## config.mk

```make
export PLATFORM = sky130hd
export DESIGN_NAME = fifo_wr_arbiter
export DESIGN_NICKNAME = d
export VERILOG_FILES = /design/src/rtl/fifo_wr_arbiter.sv
export SDC_FILE = /design/constraint.sdc
export NUM_CORES = 1
export LEC_CHECK = 0
export CORE_AREA = 2 2 95 97
export CTS_CLUSTER_DIAMETER = 30
export DETAILED_ROUTE_END_ITERATION = 12
export DIE_AREA = 0 0 97 99
export PLACE_DENSITY = 0.86
export SYNTH_ARGS = -nofsm -noshare
export SYNTH_HDL_FRONTEND = slang
export SYNTH_SLANG_ARGS = --single-unit
```

## constraint.sdc

```tcl
create_clock -name clk -period 4.45 [get_ports clk]
set_input_delay 0.89 -clock clk [delete_from_list [all_inputs] [get_ports clk]]
set_output_delay 0.89 -clock clk [all_outputs]
set_load 0.005 [all_outputs]
```

## src/rtl/fifo_wr_arbiter.sv

```systemverilog
// Round-robin, packet-aware arbiter sharing one FIFO write port among NREQ producers.
// A grant lasts until end of packet, BURST accepted words, or the owner drops its request.
module fifo_wr_arbiter #(
  parameter int NREQ    = 4,
  parameter int IDXW    = 2,
  parameter int BITSIZE = 44,
  parameter int BURST   = 4
) (
  input  logic                    clk,
  input  logic                    rstp,
  input  logic [NREQ-1:0]         req,
  input  logic [NREQ*BITSIZE-1:0] req_data,
  input  logic [NREQ-1:0]         req_last,
  output logic [NREQ-1:0]         gnt,
  output logic [NREQ-1:0]         ack,
  output logic [IDXW-1:0]         owner,
  output logic                    busy,
  input  logic                    fifo_fullp,
  output logic                    fifo_writep,
  output logic [BITSIZE-1:0]      fifo_data_in
);

  typedef enum logic {IDLE, OWN} state_t;

  localparam logic [7:0] BEAT_MAX = 8'(BURST - 1);

  state_t            state_q, state_d;
  logic [NREQ-1:0]   gnt_q, gnt_d;
  logic [IDXW-1:0]   owner_q, owner_d;
  logic [IDXW-1:0]   rr_ptr_q, rr_ptr_d;
  logic [7:0]        beat_cnt_q, beat_cnt_d;
  logic              busy_q, busy_d;

  logic [BITSIZE-1:0] words [NREQ];
  logic               accept;
  logic               found;
  logic [IDXW-1:0]    pick;
  logic [IDXW-1:0]    idx;
  logic [IDXW-1:0]    owner_inc;

  always_comb begin
    for (int i = 0; i < NREQ; i++) begin
      words[i] = req_data[i*BITSIZE +: BITSIZE];
    end
  end

  // Round-robin search starting at rr_ptr, wrapping from NREQ-1 back to 0.
  always_comb begin
    found = 1'b0;
    pick  = '0;
    idx   = '0;
    for (int k = 0; k < NREQ; k++) begin
      idx = IDXW'((int'(rr_ptr_q) + k) % NREQ);
      if (!found && req[idx]) begin
        found = 1'b1;
        pick  = idx;
      end
    end
  end

  assign owner_inc = (owner_q == IDXW'(NREQ - 1)) ? '0 : owner_q + 1'b1;

  assign accept       = busy_q & req[owner_q] & ~fifo_fullp;
  assign ack          = accept ? (NREQ'(1) << owner_q) : '0;
  assign fifo_writep  = accept;
  assign fifo_data_in = busy_q ? words[owner_q] : '0;

  assign gnt   = gnt_q;
  assign owner = owner_q;
  assign busy  = busy_q;

  always_comb begin
    state_d    = state_q;
    gnt_d      = gnt_q;
    owner_d    = owner_q;
    rr_ptr_d   = rr_ptr_q;
    beat_cnt_d = beat_cnt_q;
    busy_d     = busy_q;
    case (state_q)
      IDLE: begin
        if (found) begin
          state_d    = OWN;
          owner_d    = pick;
          gnt_d      = NREQ'(1) << pick;
          busy_d     = 1'b1;
          beat_cnt_d = '0;
        end
      end
      OWN: begin
        // Abandon outranks accept; a stalled word (full) simply holds everything.
        if (!req[owner_q] || (accept && (req_last[owner_q] || beat_cnt_q == BEAT_MAX))) begin
          state_d    = IDLE;
          gnt_d      = '0;
          busy_d     = 1'b0;
          beat_cnt_d = '0;
          rr_ptr_d   = owner_inc;
        end else if (accept) begin
          beat_cnt_d = beat_cnt_q + 8'd1;
        end
      end
      default: state_d = IDLE;
    endcase
  end

  always_ff @(posedge clk or posedge rstp) begin
    if (rstp) begin
      state_q    <= IDLE;
      gnt_q      <= '0;
      owner_q    <= '0;
      rr_ptr_q   <= '0;
      beat_cnt_q <= '0;
      busy_q     <= 1'b0;
    end else begin
      state_q    <= state_d;
      gnt_q      <= gnt_d;
      owner_q    <= owner_d;
      rr_ptr_q   <= rr_ptr_d;
      beat_cnt_q <= beat_cnt_d;
      busy_q     <= busy_d;
    end
  end

endmodule

```

==> impl_metrics.json, run 1 <==
{
  "most-common-layout-cells": "clkdlybuf4s50_1, and2_1, mux4_2",
  "worstHoldEndpoint": "beat_cnt_q[7]",
  "synth_edf_count": 0,
  "wirelength_um": 11700,
  "hp-start": "beat_cnt_q[7]",
  "hold_depth": 1,
  "hold-worst-slack_ps": 472,
  "ys.flop_type": "dfrtp_1",
  "die_area_mm2": 0.00960,
  "relSlewSlack": 0.381,
  "grt_pass1_vias": 3017,
  "vias_per_cell": 5.21,
  "rsz0062_at_grt": "no",
  "syn_inst": 219,
  "overflow": 0,
  "crit_cells": 3,
  "p_per_area_mw_per_mm2": 432,
  "track_usage": 0.240,
  "rr_endpoint": "beat_cnt_q[0]",
  "cp_num_buf_inv": 1,
  "ctsHoldBuffers": 0,
  "layout-drive-gt1-share": 0.144,
  "r2r_cells": 4,
  "clock-root-buffer": "clkbuf_8",
  "reg2reg_slack_ps": 1800,
  "seq_area_frac_synth": 0.183,
  "synthAdderAreaFrac": 0.0255,
  "core_area_mm2": 0.00855,
  "hold_violations": 0,
  "setup_violations": 0,
  "yosys_warnings": 0,
  "synthMuxAreaShare": 0.434,
  "crit_type": "register to output port",
  "synth_top_family_by_area": "multiplexers",
  "clock.fmax_mhz": 273,
  "finalCritPeriodShare": 0.823,
  "drv_slew": 0,
  "cts_num_sinks": 18,
  "synth_xor_area_frac": 0.0178,
  "ir_drop_mv": 0.319,
  "finalWorstSetupSlack_ps": 786,
  "worstPathCellList": "mux4_2 > and3_1 > clkdlybuf4s50_1",
  "fp.dieH_um": 99,
  "start_kind": "register",
  "worstPathArrival_ps": 2770,
  "fin_util": 0.587,
  "cp_slowest_stage_delay_ps": 1040,
  "synth_area_mm2": 0.00246,
  "crit_fanout": 52,
  "ant_nets": 0,
  "synthArstFlopShare": 1.00,
  "synth_seq_cells": 18,
  "worstSkewPairLatency_ps": 260,
  "worstMarginPinSlew_ps": 929,
  "clock_skew_ps": 5.91,
  "placement_rows": 34,
  "critPathSlowestCell": "dfrtp_4",
  "synth-compound-area-share": 0.0692,
  "layout_min_cycle_time_ps": 3660,
  "timing.rr.start": "owner[0]",
  "cts_setup_buffers": 0,
  "ios": 243,
  "port_buffers": 242,
  "grt_pass1_wl_um": 17800,
  "path_clk_slew_ps": 70,
  "fillers": 690,
  "cts_resized": 0,
  "drt_iter0_drc": 111,
  "start_util": 0.287,
  "crit_family": "flip-flops",
  "cts_max_path_buffers": 2,
  "fin_nets": 643,
  "postSynthAreaPerCell_um2": 11.2,
  "post_drt_wl_per_cell_um": 20.9,
  "num_vias": 2917,
  "syn_to_final_growth_pct": 104,
  "cts_buffers": 3,
  "pre_cts_slack_ps": 833,
  "gp_congestion": 0.939,
  "synthSimpleGateAreaFrac": 0.225,
  "final_common_cell": "clkdlybuf4s50_1",
  "cts_tree": "built",
  "antenna_found_initial": 4,
  "instances_no_fill": 560,
  "fin_setup_tns_ps": 0,
  "worst_setup_path_end_kind": "output port",
  "p_leak_nw": 1.87,
  "dp.cells": 554,
  "synth.distinct_cells": 43,
  "grt_max_degree": 53,
  "drc_errors": 0,
  "outcome": "complete, no violations",
  "die_x_um": 97,
  "cp.required_ps": 3560,
  "hp-class": "register to register",
  "h-tree-depth": 1,
  "dr.pass1.iters": 4,
  "syn_nets": 411,
  "dp_hpwl_um": 9990,
  "maxCapViolations": 0
}
## worst max path at each step
stage | start | endpoint
3_5_place_dp | req[3] | ack[0]
6_report | owner[0] | ack[0]
4_1_cts | owner[0] | ack[0]
3_3_place_gp | req[3] | ack[0]
5_1_grt | owner[0] | ack[0]
2_1_floorplan | req[3] | ack[0]
## sequential cells by signal (all words and copies together), names as in the netlist
| register | cells |
|---|---|
| gnt | 4 |
| busy | 1 |
| owner | 2 |
| state_q | 1 |
| rr_ptr_q | 2 |
| beat_cnt_q | 8 |
## logic make-up after synthesis
logic type,count (synthesis)
AO/OA/AOI/OAI,23
XOR/XNOR,5
adder cells (fa/ha/maj),5
buffers and inverters,26
flip-flops,18
multiplexers,50
AND/OR/NAND/NOR,92
## worst register-to-register path: cells and delay by family (launching register included)
family | cells | cell delay [ps]
AO/OA/AOI/OAI | 3 | 670
flip-flops | 1 | 1040
multiplexers | 1 | 790
## metrics by stage
step / total power, mW / cell area [µm²]
2_1_floorplan: 1.23 / 2460
3_3_place_gp: 2.01 / 4960
3_5_place_dp: 2.05 / 4960
4_1_cts: 2.19 / 5010
5_1_grt: 2.32 / 5020
6_report: 2.17 / 5020
## where the power goes
group / switching, mW / internal (mW) / leakage, nW
combinational: 0.510 / 1.09 / 1.60
sequential: 0.219 / 0.213 / 0.234
clock: 0.0570 / 0.0787 / 0.0288
total: 0.786 / 1.38 / 1.87
## area by class of cell
type / count / area [µm²] / share of cell area
Antenna cell: 2 / 5.00 / 0.000997
Clock buffer: 4 / 55.1 / 0.0110
Inverter: 8 / 30.0 / 0.00598
Multi-Input combinational cell: 175 / 1890 / 0.377
Sequential cell: 18 / 455 / 0.0907
Tap cell: 108 / 135 / 0.0269
Timing Repair Buffer: 245 / 2440 / 0.487
## per-layer routing
metal,share of wire,vias to the layer above,global-route usage
li1,-,1308,-
met1,0.40,1448,0.306
met2,0.50,138,0.406
met3,0.087,19,0.0681
met4,0.016,4,0.0553
met5,0.0026,-,0
## Yosys cell counts, types with 3 or more instances
cell type | n | share of area
and2_1 | 46 | 0.12
mux4_2 | 45 | 0.41
dfrtp_1 | 18 | 0.18
clkbuf_1 | 10 | 0.015
inv_1 | 8 | 0.012
nor2_1 | 8 | 0.012
nand2_1 | 7 | 0.011
o22ai_1 | 7 | 0.018
buf_2 | 6 | 0.012
and3_1 | 5 | 0.013
ha_1 | 5 | 0.025
nand2b_1 | 5 | 0.013
xor2_1 | 5 | 0.018
nand3_1 | 4 | 0.0081
mux2i_1 | 3 | 0.012
nand4_1 | 3 | 0.0076
nor2b_1 | 3 | 0.0076
Note: power is estimated with default switching activity, not from simulation.
==> run 2, diff against run 1 <==
==> config.mk (replaced) <==
export PLATFORM = sky130hd
export DESIGN_NAME = fifo_wr_arbiter
export DESIGN_NICKNAME = d
export VERILOG_FILES = /design/src/rtl/fifo_wr_arbiter.sv
export SDC_FILE = /design/constraint.sdc
export NUM_CORES = 1
export LEC_CHECK = 0
export CORE_MARGIN = 2
export CORE_UTILIZATION = 27
export CTS_CLUSTER_DIAMETER = 30
export DETAILED_ROUTE_END_ITERATION = 12
export PLACE_DENSITY = 0.85
export SYNTH_ARGS = -nofsm -noshare
export SYNTH_HDL_FRONTEND = slang
export SYNTH_SLANG_ARGS = --single-unit
==> constraint.sdc (replaced) <==
create_clock -name clk -period 2.99 [get_ports clk]
set_input_delay 0.598 -clock clk [delete_from_list [all_inputs] [get_ports clk]]
set_output_delay 0.598 -clock clk [all_outputs]
set_load 0.005 [all_outputs]
==> run 2 against run 1 <==
Worst setup slack worse by 680 ps. Non-clock buffer count rose by 10. Largest power group unchanged. Highest routed layer is now met4. Clock skew is 1.1 ps lower. Critical path type is now primary input to output port.
==> impl_metrics.json, run 2 (synthesis gave the netlist of run 1 again) <==
{
  "cts_resized": 0,
  "worst_setup_path_end_kind": "output port",
  "num_vias": 2900,
  "track_usage": 0.226,
  "setup_violations": 0,
  "cts_num_sinks": 18,
  "drv_slew": 0,
  "drt_iter0_drc": 103,
  "final_common_cell": "clkdlybuf4s50_1",
  "grt_max_degree": 51,
  "startpoint": "req[0]",
  "largest_reg_flops": 8,
  "hp-start": "beat_cnt_q[7]",
  "path_clk_slew_ps": 60,
  "maxCapViolations": 0,
  "clock-root-buffer": "clkbuf_8",
  "cts_buffers": 3,
  "die_area_mm2": 0.00988,
  "hold-worst-slack_ps": 491,
  "clock.fmax_mhz": 346,
  "die_x_um": 99.4,
  "antenna_found_initial": 1,
  "wirelength_um": 11400,
  "worstPathCellList": "clkdlybuf4s50_1 > mux4_2 > and3_1 > clkdlybuf4s50_1",
  "core_area_mm2": 0.00876,
  "pre_cts_slack_ps": 86.2,
  "dp_hpwl_um": 9770,
  "largest_register": "beat_cnt_q",
  "start_kind": "primary input",
  "syn_to_final_growth_pct": 109,
  "grt_pass1_wl_um": 17200,
  "cp_num_buf_inv": 2,
  "critPathSlowestCell": "mux4_2",
  "p_per_area_mw_per_mm2": 650,
  "ios": 243,
  "cts_tree": "built",
  "multiInputGateArea_mm2": 0.00189,
  "dr.pass1.iters": 4,
  "drc_errors": 0,
  "fin_nets": 653,
  "finalCritPeriodShare": 0.966,
  "relSlewSlack": 0.548,
  "crit_fanout": 8,
  "h-tree-depth": 1,
  "ir_drop_mv": 0.441,
  "rsz0062_at_grt": "no",
  "post_drt_wl_per_cell_um": 20.1,
  "fp.dieH_um": 99.4,
  "outcome": "complete, no violations",
  "start_util": 0.280,
  "p_leak_nw": 1.93,
  "ff_latch_area_um2": 455,
  "ant_nets": 0,
  "grt_pass1_vias": 3034,
  "ctsHoldBuffers": 0,
  "worstMarginPinSlew_ps": 677,
  "crit_family": "buffers and inverters",
  "worstSkewPairLatency_ps": 260,
  "timing.rr.start": "busy",
  "layout-drive-gt1-share": 0.161,
  "power.total_mw": 3.34,
  "vias_per_cell": 5.10,
  "worstPathArrival_ps": 2290,
  "finalWorstSetupSlack_ps": 102,
  "crit_type": "primary input to output port",
  "fillers": 731,
  "clock_skew_ps": 4.83,
  "cts_setup_buffers": 0,
  "fin_setup_tns_ps": 0,
  "overflow": 0,
  "port_buffers": 242,
  "cpMostUsedCell": "clkdlybuf4s50_1",
  "gp_congestion": 0.927,
  "cp_slowest_stage_delay_ps": 590,
  "hold_violations": 0,
  "cp.required_ps": 2390,
  "hp-class": "register to register",
  "placement_rows": 34,
  "layout_min_cycle_time_ps": 2890,
  "most-common-layout-cells": "clkdlybuf4s50_1, and2_1, mux4_2",
  "cts_max_path_buffers": 2
}
run 2: cell count changes in the layout (fill, tap and decap cells not counted), sizes merged:
| cell | before | now |
|---|---|---|
| buf | 3 | 13 |
| diode | 2 | 1 |
run 2: path summary, 6_finish.rpt:
path | endpoint | slack [ps] | cells past startpoint
min reg2reg | beat_cnt_q[7] | 490 | 1
max in group asynchronous | owner[0] | 1750 | 2
max reg2reg | gnt[3] | 870 | 5
min in group asynchronous | gnt[0] | 740 | 2
max | ack[1] | 100 | 4
min | beat_cnt_q[7] | 490 | 1
run 2: where the power goes:
part | internal, mW | switching, mW
Sequential | 0.322 | 0.104
Clock | 0.0947 | 0.0788
Combinational | 1.75 | 0.996
Total | 2.16 | 1.18
run 2: area by class of cell:
type	count	share of cell area
timing repair buffer	255	0.502
multi-input combinational	175	0.368
clock buffer	4	0.00875
inverter	8	0.00584
antenna	1	0.000486
tap	108	0.0263
sequential	18	0.0885
run 2: routing by layer:
metal / GRT usage / up-vias / wire (µm)
met5: 0 / - / 0
met4: 0.0516 / 0 / 219
met3: 0.0344 / 18 / 795
met2: 0.395 / 132 / 5940
met1: 0.296 / 1423 / 4490
li1: - / 1327 / -
run 2: through the flow:
stage | util | instances | area, µm²
final | 0.587 | 569 | 5140
after global routing | 0.587 | 569 | 5140
after CTS | 0.587 | 568 | 5140
after detailed placement | 0.582 | 564 | 5100
after global placement | 0.582 | 564 | 5100
after floorplan | - | 219 | 2460
==> run 3, diff against run 2 <==
==> config.mk (replaced) <==
export PLATFORM = sky130hd
export DESIGN_NAME = fifo_wr_arbiter
export DESIGN_NICKNAME = d
export VERILOG_FILES = /design/src/rtl/fifo_wr_arbiter.sv
export SDC_FILE = /design/constraint.sdc
export NUM_CORES = 1
export LEC_CHECK = 0
export ABC_AREA = 1
export CORE_MARGIN = 2
export CORE_UTILIZATION = 30
export CTS_CLUSTER_DIAMETER = 100
export DETAILED_ROUTE_END_ITERATION = 12
export PLACE_DENSITY = 0.87
export SYNTH_ARGS = -nofsm -noshare
export SYNTH_HDL_FRONTEND = slang
export SYNTH_SLANG_ARGS = --single-unit
==> run 3 against run 2 <==
Area after synthesis increased by 16%. Sequential cell count unchanged. Clock skew decreased by 1.2 ps. Global-route usage decreased by 0.32 points. Routed wire length increased by 8.2%. Worst hold slack got worse by 12 ps. Register-to-register slack improved by 50 ps. Fmax decreased by 0.24%. Clock-buffer cell count unchanged. Synthesized cell count increased by 150%. Core utilization increased by 0.41 points. Critical path type unchanged. Largest cell class unchanged.
==> impl_metrics.json, run 3 <==
{
  "antenna_found_initial": 0,
  "ys.flop_type": "dfrtp_1",
  "syn_inst": 547,
  "worstMarginPinSlew_ps": 673,
  "crit_family": "buffers and inverters",
  "cts_buffers": 3,
  "ctsHoldBuffers": 0,
  "timing.rr.start": "owner[0]",
  "grt_max_degree": 76,
  "seqPwrFrac": 0.096,
  "crit_cells": 7,
  "fp.dieH_um": 101,
  "core_area_mm2": 0.00924,
  "combinationalPowerShare": 0.853,
  "fin_setup_tns_ps": 0,
  "power.clock.fraction": 0.051,
  "crit_path_end": "ack[2]",
  "cpMostUsedCell": "clkdlybuf4s50_1",
  "layout-drive-gt1-share": 0.0635,
  "cts_max_path_buffers": 2,
  "ff_latch_area_um2": 453,
  "setup_violations": 0,
  "overflow": 0,
  "drc_errors": 0,
  "synth_commonest_cells": "nor2_1, o21ai_0, nand2_1, a21oi_1, inv_1",
  "finalCritPeriodShare": 0.968,
  "pre_cts_slack_ps": 93.9,
  "worstSkewPairLatency_ps": 260,
  "p_sw_frac": 0.498,
  "most-common-layout-cells": "clkdlybuf4s50_1, nor2_1, o21ai_0",
  "synthArstFlopShare": 1.00,
  "hold_violations": 0,
  "postSynthAreaPerCell_um2": 5.21,
  "rr_endpoint": "beat_cnt_q[3]",
  "wirelength_um": 12400,
  "ir_drop_mv": 0.405,
  "fin_util": 0.591,
  "reg2reg_slack_ps": 920,
  "synth.distinct_cells": 28,
  "die_area_mm2": 0.0103,
  "ant_nets": 0,
  "largest_register": "beat_cnt_q",
  "antenna_cells": 0,
  "grt_pass1_vias": 3895,
  "fillers": 874,
  "post_drt_wl_per_cell_um": 13.7,
  "syn_to_final_growth_pct": 91.8,
  "start_kind": "primary input",
  "port_buffers": 242,
  "worst_setup_path_end_kind": "output port",
  "p_int_mw": 2.02,
  "synth_area_mm2": 0.00285,
  "worstPathArrival_ps": 2300,
  "p_per_area_mw_per_mm2": 738,
  "synth_seq_cells": 18,
  "finalWorstSetupSlack_ps": 94.9,
  "dr.pass1.iters": 4,
  "syn_nets": 739,
  "drv_slew": 0,
  "cts_tree": "built",
  "cp_num_buf_inv": 2,
  "yosys_warnings": 0,
  "critPathSlowestCell": "clkdlybuf4s50_1",
  "placement_rows": 35,
  "cp_slowest_stage_delay_ps": 530,
  "outcome": "complete, no violations",
  "h-tree-depth": 1,
  "cts_resized": 0,
  "seq_area_frac_synth": 0.158,
  "die_x_um": 101,
  "track_usage": 0.223,
  "final_common_cell": "clkdlybuf4s50_1",
  "gp_congestion": 0.811,
  "crit_type": "primary input to output port",
  "yosys.area.top_type": "nor2_1",
  "relSlewSlack": 0.551,
  "rsz0062_at_grt": "no",
  "path_clk_slew_ps": 70,
  "clock-root-buffer": "clkbuf_8",
  "finalInstanceArea_mm2": 0.00546,
  "multiInputGateArea_mm2": 0.00214,
  "dpl_cell_area_mm2": 0.00541,
  "cts_num_sinks": 18,
  "cp.required_ps": 2390,
  "hp-class": "register to register",
  "synth.top_cell.area_share": 0.250,
  "ys_top_cells_by_area": "nor2_1, o21ai_0, dfrtp_1",
  "drt_iter0_drc": 152,
  "layout_min_cycle_time_ps": 2900,
  "grt_pass1_wl_um": 18600,
  "startpoint": "req[1]",
  "r2r_cells": 12,
  "synth_most_common_cell": "nor2_1",
  "vias_per_cell": 4.80,
  "num_vias": 4327,
  "crit_fanout": 8,
  "fin_nets": 965,
  "cts_setup_buffers": 0,
  "start_util": 0.308,
  "synth_edf_count": 0,
  "clock.fmax_mhz": 345,
  "dp_hpwl_um": 9780,
  "p_leak_nw": 2.27,
  "worstPathCellList": "clkdlybuf4s50_1 > nand2_1 > nand3_1 > and2_1 > nand2_2 > nor2_1 > clkdlybuf4s50_1",
  "largest_reg_flops": 8,
  "clock_skew_ps": 3.60,
  "p_sw_mw": 2.01,
  "maxCapViolations": 0,
  "ios": 243
}
run 3: cell families after synthesis:
kind of cell,after synthesis,synth area share
simple gates,312,0.459
compound gates,143,0.256
buf+inv,64,0.0896
flops,18,0.158
xor+xnor,5,0.0154
fa+ha+maj,5,0.0220
run 3: power groups by stage:
stage	clock network (mW)	registers (mW)	logic, mW
floorplan	0	0.369	1.95
global placement	0	0.391	3.42
detailed placement	0	0.390	3.46
CTS	0.207	0.386	3.47
global route	0.224	0.396	3.85
finish	0.204	0.387	3.44
run 3: routing by layer:
layer	global-route usage	wire (µm)	part of all wire
met1	0.257	4670	0.38
met2	0.404	6150	0.50
met3	0.0524	1210	0.098
met4	0.0717	359	0.029
met5	0	0	0
run 3: worst min path at each step:
| stage | from | to | depth (start not counted) |
|---|---|---|---|
| finish | gnt[2] | gnt[2] | 2 |
| global route | gnt[2] | gnt[2] | 2 |
| CTS | gnt[2] | gnt[2] | 2 |
| detailed placement | gnt[2] | gnt[2] | 2 |
| global placement | gnt[2] | gnt[2] | 2 |
| floorplan | beat_cnt_q[7] | beat_cnt_q[7] | 2 |
run 3: area by class of cell:
class,instances,area share
Timing Repair Buffer,256,0.465
Multi-Input combinational cell,465,0.392
Sequential cell,18,0.0829
Clock buffer,4,0.0101
Inverter,29,0.0204
Tap cell,129,0.0295
run 3: worst reg2reg max path, stage by stage, from the launching register on:
cell and delay [ps]:
dfrtp_2 400, buf_12 310, nand2_1 100, nand3_1 90, and2_1 190, nand2_2 150
inv_2 90, buf_4 140, nand2_1 70, nand3_1 160, nand2_4 100, inv_4 110
nor2_2 40
run 3: per-stage QoR:
step | hold slack, ps | instances | power (mW)
after global routing | 506 | 901 | 4.47
after detailed placement | 467 | 897 | 3.85
after floorplan | 449 | 547 | 2.32
final | 479 | 901 | 4.03
after CTS | 485 | 901 | 4.07
after global placement | 463 | 897 | 3.81
